### config.mk
export PLATFORM = sky130hd
export DESIGN_NAME = ifetch_ctrl
export DESIGN_NICKNAME = d
export VERILOG_FILES = /design/src/rtl/ifetch_ctrl_pkg.sv /design/src/rtl/ifetch_hbuf.sv /design/src/rtl/ifetch_ctrl.sv
export SDC_FILE = /design/constraint.sdc
export NUM_CORES = 1
export LEC_CHECK = 0
export CAP_MARGIN = 10
export CORE_ASPECT_RATIO = 1.4
export CORE_MARGIN = 3
export CORE_UTILIZATION = 41
export DETAILED_ROUTE_END_ITERATION = 8
export HOLD_SLACK_MARGIN = 0.12
export PLACE_DENSITY = 0.76
export SYNTH_ARGS = -nofsm -noshare
export SYNTH_HDL_FRONTEND = slang
export SYNTH_SLANG_ARGS = --single-unit
### constraint.sdc
create_clock -name clk -period 1.6 [get_ports clk]
set_input_delay 0.24 -clock clk [delete_from_list [all_inputs] [get_ports clk]]
set_output_delay 0.24 -clock clk [all_outputs]
set_load 0.01 [all_outputs]
### src/rtl/ifetch_ctrl_pkg.sv
// Shared fetch types: the NOP encoding lives in common, fetch payload and FSM state in pipes.
package common;
    localparam logic [31:0] NOP_INSTR = 32'h0000_0013;
endpackage

package pipes;
    typedef enum logic [1:0] {
        REQ  = 2'd0,
        WAIT = 2'd1,
        HOLD = 2'd2,
        DROP = 2'd3
    } ifetch_state_t;

    typedef struct packed {
        logic        valid;
        logic [63:0] pc;
        logic [31:0] instr;
        logic        exc;
    } fetch_data_t;
endpackage

### src/rtl/ifetch_hbuf.sv
// One-entry hold buffer parking a fetched word while decode is stalled on an earlier one.
module ifetch_hbuf
    import pipes::*;
(
    input  logic        clk,
    input  logic        reset,
    input  logic        i_load,
    input  logic        i_unload,
    input  logic        i_clear,
    input  fetch_data_t i_data,
    output fetch_data_t o_data
);

    fetch_data_t r_buf;

    always_ff @(posedge clk) begin
        if (reset || i_clear) begin
            r_buf <= '0;
        end else if (i_load) begin
            r_buf       <= i_data;
            r_buf.valid <= 1'b1;
        end else if (i_unload) begin
            r_buf.valid <= 1'b0;
        end
    end

    assign o_data = r_buf;

endmodule

### src/rtl/ifetch_ctrl.sv
// Instruction fetch controller: one outstanding bus request, IF/ID output registers, hold buffer.
// Define IFETCH_MISALIGN_EXC_EN to turn a misaligned pc into a NOP with out_exc set instead of a bus request.
module ifetch_ctrl
    import common::*;
    import pipes::*;
(
    input  logic        clk,
    input  logic        reset,
    input  logic [63:0] pc,
    input  logic        flush,
    input  logic        id_stall,
    output logic        ireq_valid,
    output logic [63:0] ireq_addr,
    input  logic        iresp_addr_ok,
    input  logic        iresp_data_ok,
    input  logic [31:0] iresp_data,
    output logic        pc_stall,
    output logic        out_valid,
    output logic [63:0] out_pc,
    output logic [31:0] out_instr,
    output logic        out_exc
);

    ifetch_state_t r_state;
    ifetch_state_t w_state_nxt;
    fetch_data_t   r_out;
    fetch_data_t   w_cmpl_data;
    fetch_data_t   w_hbuf_data;

    logic w_misalign;
    logic w_req;
    logic w_resp;
    logic w_cmpl;
    logic w_blocked;
    logic w_cmpl_out;
    logic w_hb_load;
    logic w_unload;

`ifdef IFETCH_MISALIGN_EXC_EN
    assign w_misalign = (r_state == REQ) && (pc[1:0] != 2'b00);
`else
    assign w_misalign = 1'b0;
`endif

    assign w_req      = !reset && (r_state == REQ) && !w_misalign;
    assign w_resp     = (w_req && iresp_addr_ok && iresp_data_ok)
                      || ((r_state == WAIT) && iresp_data_ok);
    // A flush swallows any word arriving in the same cycle.
    assign w_cmpl     = !flush && (w_resp || w_misalign);
    assign w_blocked  = r_out.valid && id_stall;
    assign w_cmpl_out = w_cmpl && !w_blocked;
    assign w_hb_load  = w_cmpl && w_blocked;
    assign w_unload   = !flush && (r_state == HOLD) && !id_stall && w_hbuf_data.valid;

    assign w_cmpl_data.valid = 1'b1;
    assign w_cmpl_data.pc    = pc;
    assign w_cmpl_data.instr = w_misalign ? NOP_INSTR : iresp_data;
    assign w_cmpl_data.exc   = w_misalign;

    assign ireq_valid = w_req;
    assign ireq_addr  = pc;
    assign pc_stall   = reset || !(flush || w_cmpl_out || w_unload);

    always_comb begin
        w_state_nxt = r_state;
        case (r_state)
            REQ: begin
                if (flush)
                    w_state_nxt = (w_req && iresp_addr_ok && !iresp_data_ok) ? DROP : REQ;
                else if (w_cmpl)
                    w_state_nxt = w_blocked ? HOLD : REQ;
                else if (w_req && iresp_addr_ok)
                    w_state_nxt = WAIT;
            end
            WAIT: begin
                if (flush)
                    w_state_nxt = iresp_data_ok ? REQ : DROP;
                else if (w_cmpl)
                    w_state_nxt = w_blocked ? HOLD : REQ;
            end
            HOLD: begin
                if (flush || !id_stall)
                    w_state_nxt = REQ;
            end
            DROP: begin
                if (iresp_data_ok)
                    w_state_nxt = REQ;
            end
            default: w_state_nxt = REQ;
        endcase
    end

    always_ff @(posedge clk) begin
        if (reset)
            r_state <= REQ;
        else
            r_state <= w_state_nxt;
    end

    // IF/ID boundary registers; contents are kept while decode stalls.
    always_ff @(posedge clk) begin
        if (reset) begin
            r_out <= '0;
        end else if (flush) begin
            r_out.valid <= 1'b0;
        end else if (w_cmpl_out) begin
            r_out <= w_cmpl_data;
        end else if (w_unload) begin
            r_out <= w_hbuf_data;
        end else if (!id_stall) begin
            r_out.valid <= 1'b0;
        end
    end

    ifetch_hbuf u_hbuf (
        .clk      (clk),
        .reset    (reset),
        .i_load   (w_hb_load),
        .i_unload (w_unload),
        .i_clear  (flush),
        .i_data   (w_cmpl_data),
        .o_data   (w_hbuf_data)
    );

    assign out_valid = r_out.valid;
    assign out_pc    = r_out.pc;
    assign out_instr = r_out.instr;
    assign out_exc   = r_out.exc;

endmodule

# Word-level counts from Yosys, hierarchy flattened
# Index checks and enable logic that the tools add are counted.
# W data, S select, Z words.
# totals
elab_cells,64
out_inout_bits,164
input_bits,102
ff_bits,197
# classes
eq_ne,8
n_reduce_logical,30
n_bitwise,1
muxes,17
# ops
operator,count
$mux W98,1
$mux W97,1
$mux W2,10
$logic_and A1 B1 Y1,12
$pmux W2 S4,1
$logic_not A1 Y1,6
$logic_or A1 B1 Y1,6
$eq A2 B2 Y1 const B,2
$mux W1,4
$ne A4 B3 Y1 const B,1
$reduce_and A4 Y1,1
$reduce_bool A2 Y1,2
$ne A3 B1 Y1 const B,1
$ne A3 B3 Y1 const B,1
$eq A2 B1 Y1 const B,1
$logic_not A2 Y1,1
$ne A2 B1 Y1 const B,1
$ne A2 B2 Y1 const B,1
$reduce_and A2 Y1,1
$reduce_or A2 Y1,1
$not A1 Y1,1

# Logic depth before layout (Yosys ltp)
# Gate-level depths: netlist (run 1).
# depth
ltp_word,11
mapped_depth,8
ltp_nobuf,4

# By module
# A second synthesis (run 1) with hierarchy kept.
# unflattened
hier_cells,732
hier_area_um2,8134.1
# modules_own_cells
mod,instances,seq_area_each_um2,area_each_um2,cells_per_inst
ifetch_ctrl,1,2001.9,4668.2,414
ifetch_hbuf,1,1961.9,3465.8,318

# Least setup slack after synthesis (run 1)
# No wires, ideal clock.
# synth_path
path_type,reg2reg
from,reg r_state[1]
to,reg r_out (netlist bit out_pc[0])
setup_slack_ns,-0.026
setup_ns,0.119
synth_period_minus_slack_ns,1.626
arrival_ns,1.507
required_time_ns,1.481
path_stages_with_launch,9
cell_sequence,dfxtp_1 -> buf_2 -> nand2_1 -> or4_1 -> buf_2 -> buf_6 -> buf_6 -> mux2i_1 -> o2bb2ai_1
# synth_between
elab_chain_len,9
word_cells_on_any_way,16
classes_between,eq/ne (2); mux (1); reduce/logical (13)
# synth_rtl
item,line,rtl
"start, declared",ifetch_ctrl.sv:24,ifetch_state_t r_state;
"start signal, assigned",ifetch_ctrl.sv:97,r_state <= w_state_nxt;
$logic_not A2 Y1,ifetch_ctrl.sv:45,assign w_req = !reset && (r_state == REQ) && !w_misalign;
$logic_and A1 B1 Y1,ifetch_ctrl.sv:45,
$logic_and A1 B1 Y1 (2 in series),ifetch_ctrl.sv:46,assign w_resp = (w_req && iresp_addr_ok && iresp_data_ok)
$logic_or A1 B1 Y1,ifetch_ctrl.sv:47,|| ((r_state == WAIT) && iresp_data_ok);
$logic_and A1 B1 Y1,ifetch_ctrl.sv:49,assign w_cmpl = !flush && (w_resp || w_misalign);
$logic_and A1 B1 Y1,ifetch_ctrl.sv:51,assign w_cmpl_out = w_cmpl && !w_blocked;
$reduce_bool A2 Y1 (no line),--,
$reduce_and A2 Y1 (no line),--,
"end signal, assigned",ifetch_ctrl.sv:107,r_out <= w_cmpl_data;
"end signal, assigned",ifetch_ctrl.sv:109,r_out <= w_hbuf_data;
"end, declared",ifetch_ctrl.sv:26,fetch_data_t r_out;
# Parallel ways exist; a longest one is shown, timed or not.
# A chain may end at the register's enable or synchronous reset.

# Worst setup path after layout (run 1)
# layout_path
from,reg r_state[0]
to,out pc_stall
# layout_between
elab_chain_len,11
word_cells_on_any_way,17
classes_between,eq/ne (2); reduce/logical (15)
# layout_rtl
item,line,rtl
$logic_not A2 Y1,ifetch_ctrl.sv:45,
$logic_and A1 B1 Y1,ifetch_ctrl.sv:45,
$logic_and A1 B1 Y1 (2 in series),ifetch_ctrl.sv:46,
$logic_or A1 B1 Y1,ifetch_ctrl.sv:47,
$logic_and A1 B1 Y1,ifetch_ctrl.sv:49,
$logic_and A1 B1 Y1,ifetch_ctrl.sv:51,
$logic_or A1 B1 Y1,ifetch_ctrl.sv:62,assign pc_stall = reset || !(flush || w_cmpl_out || w_unload);
$logic_or A1 B1 Y1 (*),ifetch_ctrl.sv:62,
$logic_not A1 Y1 (*),ifetch_ctrl.sv:62,
$logic_or A1 B1 Y1 (*),ifetch_ctrl.sv:62,
"end, declared",ifetch_ctrl.sv:17,"output logic pc_stall,"
# Mark *: on every way between the ends. The rest lies on a longest branch, timed or not.

==> impl_metrics.csv, run 1 <==
group,metric,value,unit
outcome,outcome,"complete, but fails checks",
outcome,violated_checks,"setup timing",
die,die_y_extent,171,um
logic_synthesis,portion_of_the_post_synthesis_area_used_by_sequential_elements,0.494,
route,first_pass_iters,5,
critical_path,critical_path_peak_fanout,2,
clock_tree,clock_insertion_delay_worst_skew,0.43,ns
logic_synthesis,synthTopCellsByArea,"dfxtp_1 49%, mux2i_1 12%, o2bb2ai_1 11%, nand2_1 9.2%, buf_4 6.5%",
clock_tree,cts-root-to-sink-buffers,2,
timing,timing_hold_violations_final,0,
min_path,worst_hold_path_type,"in2reg",
route,route.detailed.drc,0,
clock_tree,clk_pin_slew,0.08,ns
timing,max-slew-margin-rel,0.569,
timing,setup-violations-final,92,
critical_path,crit_path_largest_cell_delay,0.54,ns
die,fp.coreArea,18800,um^2
global_route,first_global_vias,7052,
run,max_cap_violations,0,
logic_synthesis,synthesis.instances,840,
route,wl,24700,um
logic_synthesis,yosysWarningCount,0,
route,routed_wire_length_per_instance,17.8,um
placed_design,postPlaceCellArea,11000,um^2
placed_design,port_buffers,264,
global_route,grt_pass1_wl,35300,um
die,count_of_pins_on_the_block_boundary,266,
timing,max_slew.worst_pin.slew,0.646,ns
finish,area_growth,60.3,%
power_and_ir_drop,power.leakage,6.02,nW
critical_path,timing.critical_path.cells,"or4_4 -> nand2_2 -> o21bai_1 -> buf_2",
route,first_iter_violations,372,
global_route,grt_use_total,0.211,
logic_synthesis,ys.flop_type,"dfxtp_1",
power_and_ir_drop,seq_power_share,0.481,
clock_tree,cts_tree,"built",
critical_path,cp.required,1.36,ns
logic_synthesis,synth_nets,942,
timing,fmax,0.560,GHz
clock_tree,cts.sink_count,196,
timing,timing_max_transition_violations_final,0,
power_and_ir_drop,power_switching_share,0.250,
timing,setup_ws,-0.187,ns
global_route,grt_overflow_total,0,
critical_path,worst_path_max_delay_cell,"or4_4",
timing,timing.hold.ws,0.389,ns
route,antenna_left,0,
logic_synthesis,synth_enable_flop_cells,0,
placed_design,pre_cts_setup_slack,-0.522,ns
logic_synthesis,synth_largest_type_area_fraction,0.494,
critical_path,crit_path_end_kind,"output port",
global_route,antenna_violations_before_repair,1,
placed_design,finalWeightedCongestion,0.783,
placed_design,hpwl,14600,um
route,post_drt_via_cell_ratio,5.15,
timing,post-route-min-period,1.79,ns
critical_path,cp_data_arrival_time,1.55,ns
logic_synthesis,postSynth.asyncResetShare,0,
route,via_count,7162,
timing,final_min_period_over_clock_period,1.12,
finish,nets,1235,
finish,post_route_cells_drive_above_1_share,0.196,
power_and_ir_drop,clock_group_share_of_total_power,0.395,
power_and_ir_drop,ir_worst_vdd,0.000632,V
logic_synthesis,ys_ff_latch,196,
timing,setup_repair_after_global_routing_missed_its_margin,"true",
logic_synthesis,synthDominantAreaCellType,"dfxtp_1",
die,num_rows,59,
logic_synthesis,yosys-top-cells-count,"196 x dfxtp_1, 195 x nand2_1, 98 x a21oi_1, 98 x mux2i_1, 96 x o2bb2ai_1",
logic_synthesis,post_synth_instance_area,7940,um^2
logic_synthesis,post_synth_num_cell_types,29,
logic_synthesis,synthesized_area_per_cell,9.45,um^2
critical_path,start_kind,"flop",
finish,finish.instance_area,12700,um^2
clock_tree,cts_max_level,4,
power_and_ir_drop,p_int,0.00779,W
clock_tree,cts-hold-fix-buffers,0,
global_route,pin_count_of_the_biggest_net_entering_global_routing,50,
die,effective_utilization_at_floorplan,0.422,
logic_synthesis,synthMostInstantiatedCell,"dfxtp_1",
power_and_ir_drop,cellPowerDensity,816,nW/um^2
timing,final.setup_skew,0.0103,ns
die,die-width,124,um
power_and_ir_drop,net_load_switching_power,0.00259,W
clock_tree,tritoncts.num_buffers,17,
critical_path,worst-setup-path-type,"reg2out",
die,die_area,21100,um^2
clock_tree,cts_root_buffer,"clkbuf_16",
power_and_ir_drop,comb_power_share,0.124,
## flip-flops by register name (all words and copies together) (netlist names)
signal	flops
u_hbuf.o_data	97
out_instr	32
out_valid	1
r_state	2
out_pc	64
## through the flow
| step | setup TNS [ns] | total power, W | std cells | utilization |
|---|---|---|---|---|
| after floorplan | -0.00326 | 0.00552 | 840 | - |
| after global placement | -82.48 | 0.00624 | 1316 | 0.585 |
| after detailed placement | -81.21 | 0.00625 | 1316 | 0.585 |
| after CTS | -13.34 | 0.0104 | 1375 | 0.642 |
| after global routing | -18.28 | 0.0107 | 1391 | 0.676 |
| final | -6.51 | 0.0104 | 1391 | 0.676 |
## worst paths after layout
check / cells past startpoint / slack [ns] / end / startpoint
worst max register to register: 6 / -0.14 / out_pc[58]$_SDFFE_PP0P_ / r_state[0]$_SDFFE_PP0P_
worst min register to register: 2 / 0.46 / u_hbuf.o_data[34]$_SDFFE_PP0P_ / u_hbuf.o_data[34]$_SDFFE_PP0P_
worst min-delay path: 3 / 0.39 / u_hbuf.o_data[23]$_SDFFE_PP0P_ / iresp_data[22]
worst max-delay path: 4 / -0.19 / pc_stall / r_state[0]$_SDFFE_PP0P_
## cell families after synthesis
family / synth area share
AOI/OAI and AO/OA: 0.178
muxes: 0.124
buffers and inverters: 0.101
other: 0.000472
and+or+nand+nor: 0.102
DFF: 0.494
## per-layer routing
| metal | global-route usage | part of all wire |
|---|---|---|
| met5 | 0 | 0 |
| met3 | 0.0506 | 0.056 |
| met2 | 0.385 | 0.53 |
| met1 | 0.240 | 0.39 |
| met4 | 0.0622 | 0.016 |
## cell usage in the layout, fill, tap and decap left out, drive strengths merged
| master | Yosys | final |
|---|---|---|
| clkdlybuf4s50 | 0 | 204 |
| dfxtp | 196 | 196 |
| nand2 | 195 | 195 |
| buf | 101 | 128 |
| mux2i | 98 | 98 |
| a21oi | 98 | 98 |
| o2bb2ai | 96 | 96 |
| dlymetal6s2s | 0 | 49 |
| clkbuf | 29 | 29 |
| dlygate4sd2 | 0 | 9 |
| inv | 1 | 9 |
| clkinv | 0 | 6 |
| nor2 | 4 | 4 |
| bufbuf | 0 | 3 |
| nor2b | 3 | 3 |
| o211ai | 2 | 2 |
| nor3 | 2 | 2 |
| o21ai | 2 | 2 |
| o21bai | 2 | 2 |
| diode | 0 | 1 |
| or4 | 1 | 1 |
| or2 | 1 | 1 |
| and3b | 1 | 1 |
| o211a | 1 | 1 |
| nand2b | 1 | 1 |
| a32oi | 1 | 1 |
| nand3 | 1 | 1 |
| a21o | 1 | 1 |
| a221oi | 1 | 1 |
| a31oi | 1 | 1 |
| conb | 1 | 1 |
## layout make-up
type / instances / area [um^2]
antenna: 1 / 2.50
clock buffer: 18 / 429
clock inverter: 14 / 140
fill: 1392 / 6100
inverter: 1 / 3.75
multi-input combinational: 513 / 3460
sequential: 196 / 3930
tap: 244 / 305
timing repair buffer: 404 / 4460
## worst max-delay path, delay by kind of cell, from the launching register on
kind                   cells  cell delay (ns)
AOI/OAI and AO/OA          1             0.06
buffers and inverters      1             0.14
DFF                        1             0.32
and+or+nand+nor            2             0.61
## what timing repair did
item,4_1_cts,5_1_grt
setup endpoints to repair,191,239
gates cloned,9,13
pin swaps,4,6
setup buffers,18,5
resized for setup,43,101
## power groups by stage
stage / Sequential, W / Clock (W) / Combinational, W
2_1_floorplan: 0.00514 / 0 / 0.000380
3_3_place_gp: 0.00510 / 0 / 0.00114
3_5_place_dp: 0.00511 / 0 / 0.00114
4_1_cts: 0.00499 / 0.00418 / 0.00119
5_1_grt: 0.00500 / 0.00437 / 0.00136
6_report: 0.00499 / 0.00410 / 0.00129
Power figures use the tool's default switching activity.
==> run 2, diff against run 1 <==
Settings changed: ABC_AREA from default to 0, CTS_CLUSTER_SIZE from default to 12, GPL_TIMING_DRIVEN from default to 0.
==> run 2 against run 1 <==
Against the previous run:
- the flow still finishes with violations (setup timing)
- sequential cell count is the same
- final area is 8.0% higher
- sequential share of layout area decreased by 2.3 points
- setup slack worse by 0.18 ns
- clock skew is 0.0011 ns higher
- cell count increased by 4.5%
- die area did not move
- utilization up 5.4 points
- critical path depth is 1 higher
- critical path type unchanged
==> impl_metrics.csv, run 2 (synthesis results as in run 1) <==
group,metric,value,unit
timing,final.setup_skew,0.0114,ns
timing,post-route-min-period,1.97,ns
route,via_count,7394,
finish,area_growth,73.1,%
clock_tree,tritoncts.num_buffers,17,
timing,max_slew.worst_pin.slew,0.674,ns
timing,timing_hold_violations_final,0,
critical_path,start_kind,"flop",
die,die_area,21100,um^2
timing,timing_max_transition_violations_final,0,
route,post_drt_via_cell_ratio,5.09,
finish,number_of_flip_flops_in_the_largest_register,97,
critical_path,cp_data_arrival_time,1.73,ns
timing,setup_ws,-0.372,ns
die,die-width,124,um
power_and_ir_drop,power.leakage,5.63,nW
finish,nets,1297,
run,max_cap_violations,0,
timing,timing.hold.ws,0.226,ns
placed_design,port_buffers,264,
placed_design,post-place-cells,1348,
clock_tree,clock_insertion_delay_worst_skew,0.43,ns
clock_tree,cts_max_level,4,
finish,mostFrequentLayoutCells,"193 x dfxtp_1, 188 x nand2_1, 188 x clkdlybuf4s50_1",
die,num_rows,59,
power_and_ir_drop,comb_power_share,0.126,
min_path,worst_hold_path_type,"in2reg",
placed_design,finalWeightedCongestion,0.780,
clock_tree,cts_tree,"built",
finish,finish.cell_count_without_fillers,1453,
global_route,grt_use_total,0.222,
power_and_ir_drop,net_load_switching_power,0.00260,W
critical_path,worst-setup-path-type,"reg2out",
outcome,violated_checks,"setup timing",
placed_design,pre_cts_setup_slack,-1.06,ns
power_and_ir_drop,p_int,0.00779,W
route,routed_wire_length_per_instance,18.3,um
placed_design,hpwl,15800,um
clock_tree,clk_pin_slew,0.07,ns
critical_path,cp.required,1.36,ns
timing,fmax,0.507,GHz
clock_tree,cts-hold-fix-buffers,0,
power_and_ir_drop,ir_worst_vdd,0.000599,V
critical_path,crit_start,"r_state[0]$_SDFFE_PP0P_",
route,route.detailed.drc,0,
outcome,outcome,"complete, but fails checks",
global_route,pin_count_of_the_biggest_net_entering_global_routing,19,
timing,setup-violations-final,194,
timing,setup_repair_after_global_routing_missed_its_margin,"true",
global_route,antenna_violations_before_repair,1,
route,wl,26500,um
timing,final_min_period_over_clock_period,1.23,
global_route,grt_overflow_total,0,
min_path,worst_hold_startpoint,"pc[0]",
critical_path,crit_path_end_kind,"output port",
power_and_ir_drop,cellPowerDensity,756,nW/um^2
die,effective_utilization_at_floorplan,0.422,
power_and_ir_drop,power_switching_share,0.250,
power_and_ir_drop,seq_power_share,0.481,
finish,layout_commonest_cell,"dfxtp_1",
global_route,first_global_vias,7211,
clock_tree,cts-root-to-sink-buffers,2,
die,count_of_pins_on_the_block_boundary,266,
critical_path,critical_path_peak_fanout,2,
finish,number_of_filler_cells_placed_in_the_layout,1349,
timing,max-slew-margin-rel,0.551,
clock_tree,cts_root_buffer,"clkbuf_16",
global_route,grt_pass1_wl,36900,um
clock_tree,cts.sink_count,196,
critical_path,critical_path.reg2reg.startpoint,"r_state[0]$_SDFFE_PP0P_",
die,fp.coreArea,18800,um^2
finish,post_route_cells_drive_above_1_share,0.278,
route,first_iter_violations,380,
power_and_ir_drop,clock_group_share_of_total_power,0.393,
route,first_pass_iters,5,
die,die_y_extent,171,um
route,antenna_left,0,
## run 2: power groups by stage
stage / logic [W] / clock network [W] / registers [W]
after global placement: 0.00114 / 0 / 0.00510
after floorplan: 0.000380 / 0 / 0.00514
final: 0.00130 / 0.00408 / 0.00500
after CTS: 0.00116 / 0.00412 / 0.00499
after detailed placement: 0.00114 / 0 / 0.00511
after global routing: 0.00139 / 0.00432 / 0.00500
## run 2: final timing paths
check                                  end  slack, ns  cells after the start
max                               pc_stall      -0.37                      5
min                 out_pc[0]$_SDFFE_PP0P_       0.23                      2
max reg2reg      out_instr[3]$_SDFFE_PP0P_      -0.34                      8
min reg2reg  u_hbuf.o_data[9]$_SDFFE_PP0P_       0.45                      2
## run 2: worst max-delay path, stage by stage (launching register included)
cell and delay (ns):
dfxtp_2 0.32, or4_4 0.57, buf_12 0.15, nand2_2 0.05, o21bai_1 0.06, buf_2 0.16
## run 2: timing repair
item,4_1_cts,5_1_grt
resized for setup,232,189
cloned,12,17
setup buffers,30,26
setup endpoints to repair,265,249
pin swaps,10,32
## run 2: stage by stage
| step | total power (W) | utilization | TNS, ns | instance area, um^2 |
|---|---|---|---|---|
| 2_1_floorplan | 0.00552 | - | -0.00326 | 7960 |
| 5_1_grt | 0.0107 | 0.730 | -41.21 | 13700 |
| 3_5_place_dp | 0.00625 | 0.580 | -177.90 | 10900 |
| 4_1_cts | 0.0103 | 0.666 | -39.01 | 12500 |
| 6_report | 0.0104 | 0.730 | -29.22 | 13700 |
| 3_3_place_gp | 0.00624 | 0.580 | -176.05 | 10900 |
## run 2: area by class of cell
class | instances | area [um^2] | share of cell area
repair buffers | 346 | 3960 | 0.288
plain buffers | 120 | 1170 | 0.0853
multi-input cells | 513 | 3810 | 0.277
clock buffers | 19 | 443 | 0.0322
clock inverters | 13 | 111 | 0.00810
diodes | 1 | 2.50 | 0.000182
inverters | 1 | 3.75 | 0.000273
well taps | 244 | 305 | 0.0222
flip-flops and latches | 196 | 3930 | 0.286
## run 2: per-layer routing
metal	global-route usage	share of wire
met5	0	0
met4	0.0593	0.017
met2	0.416	0.56
met1	0.244	0.37
met3	0.0539	0.051
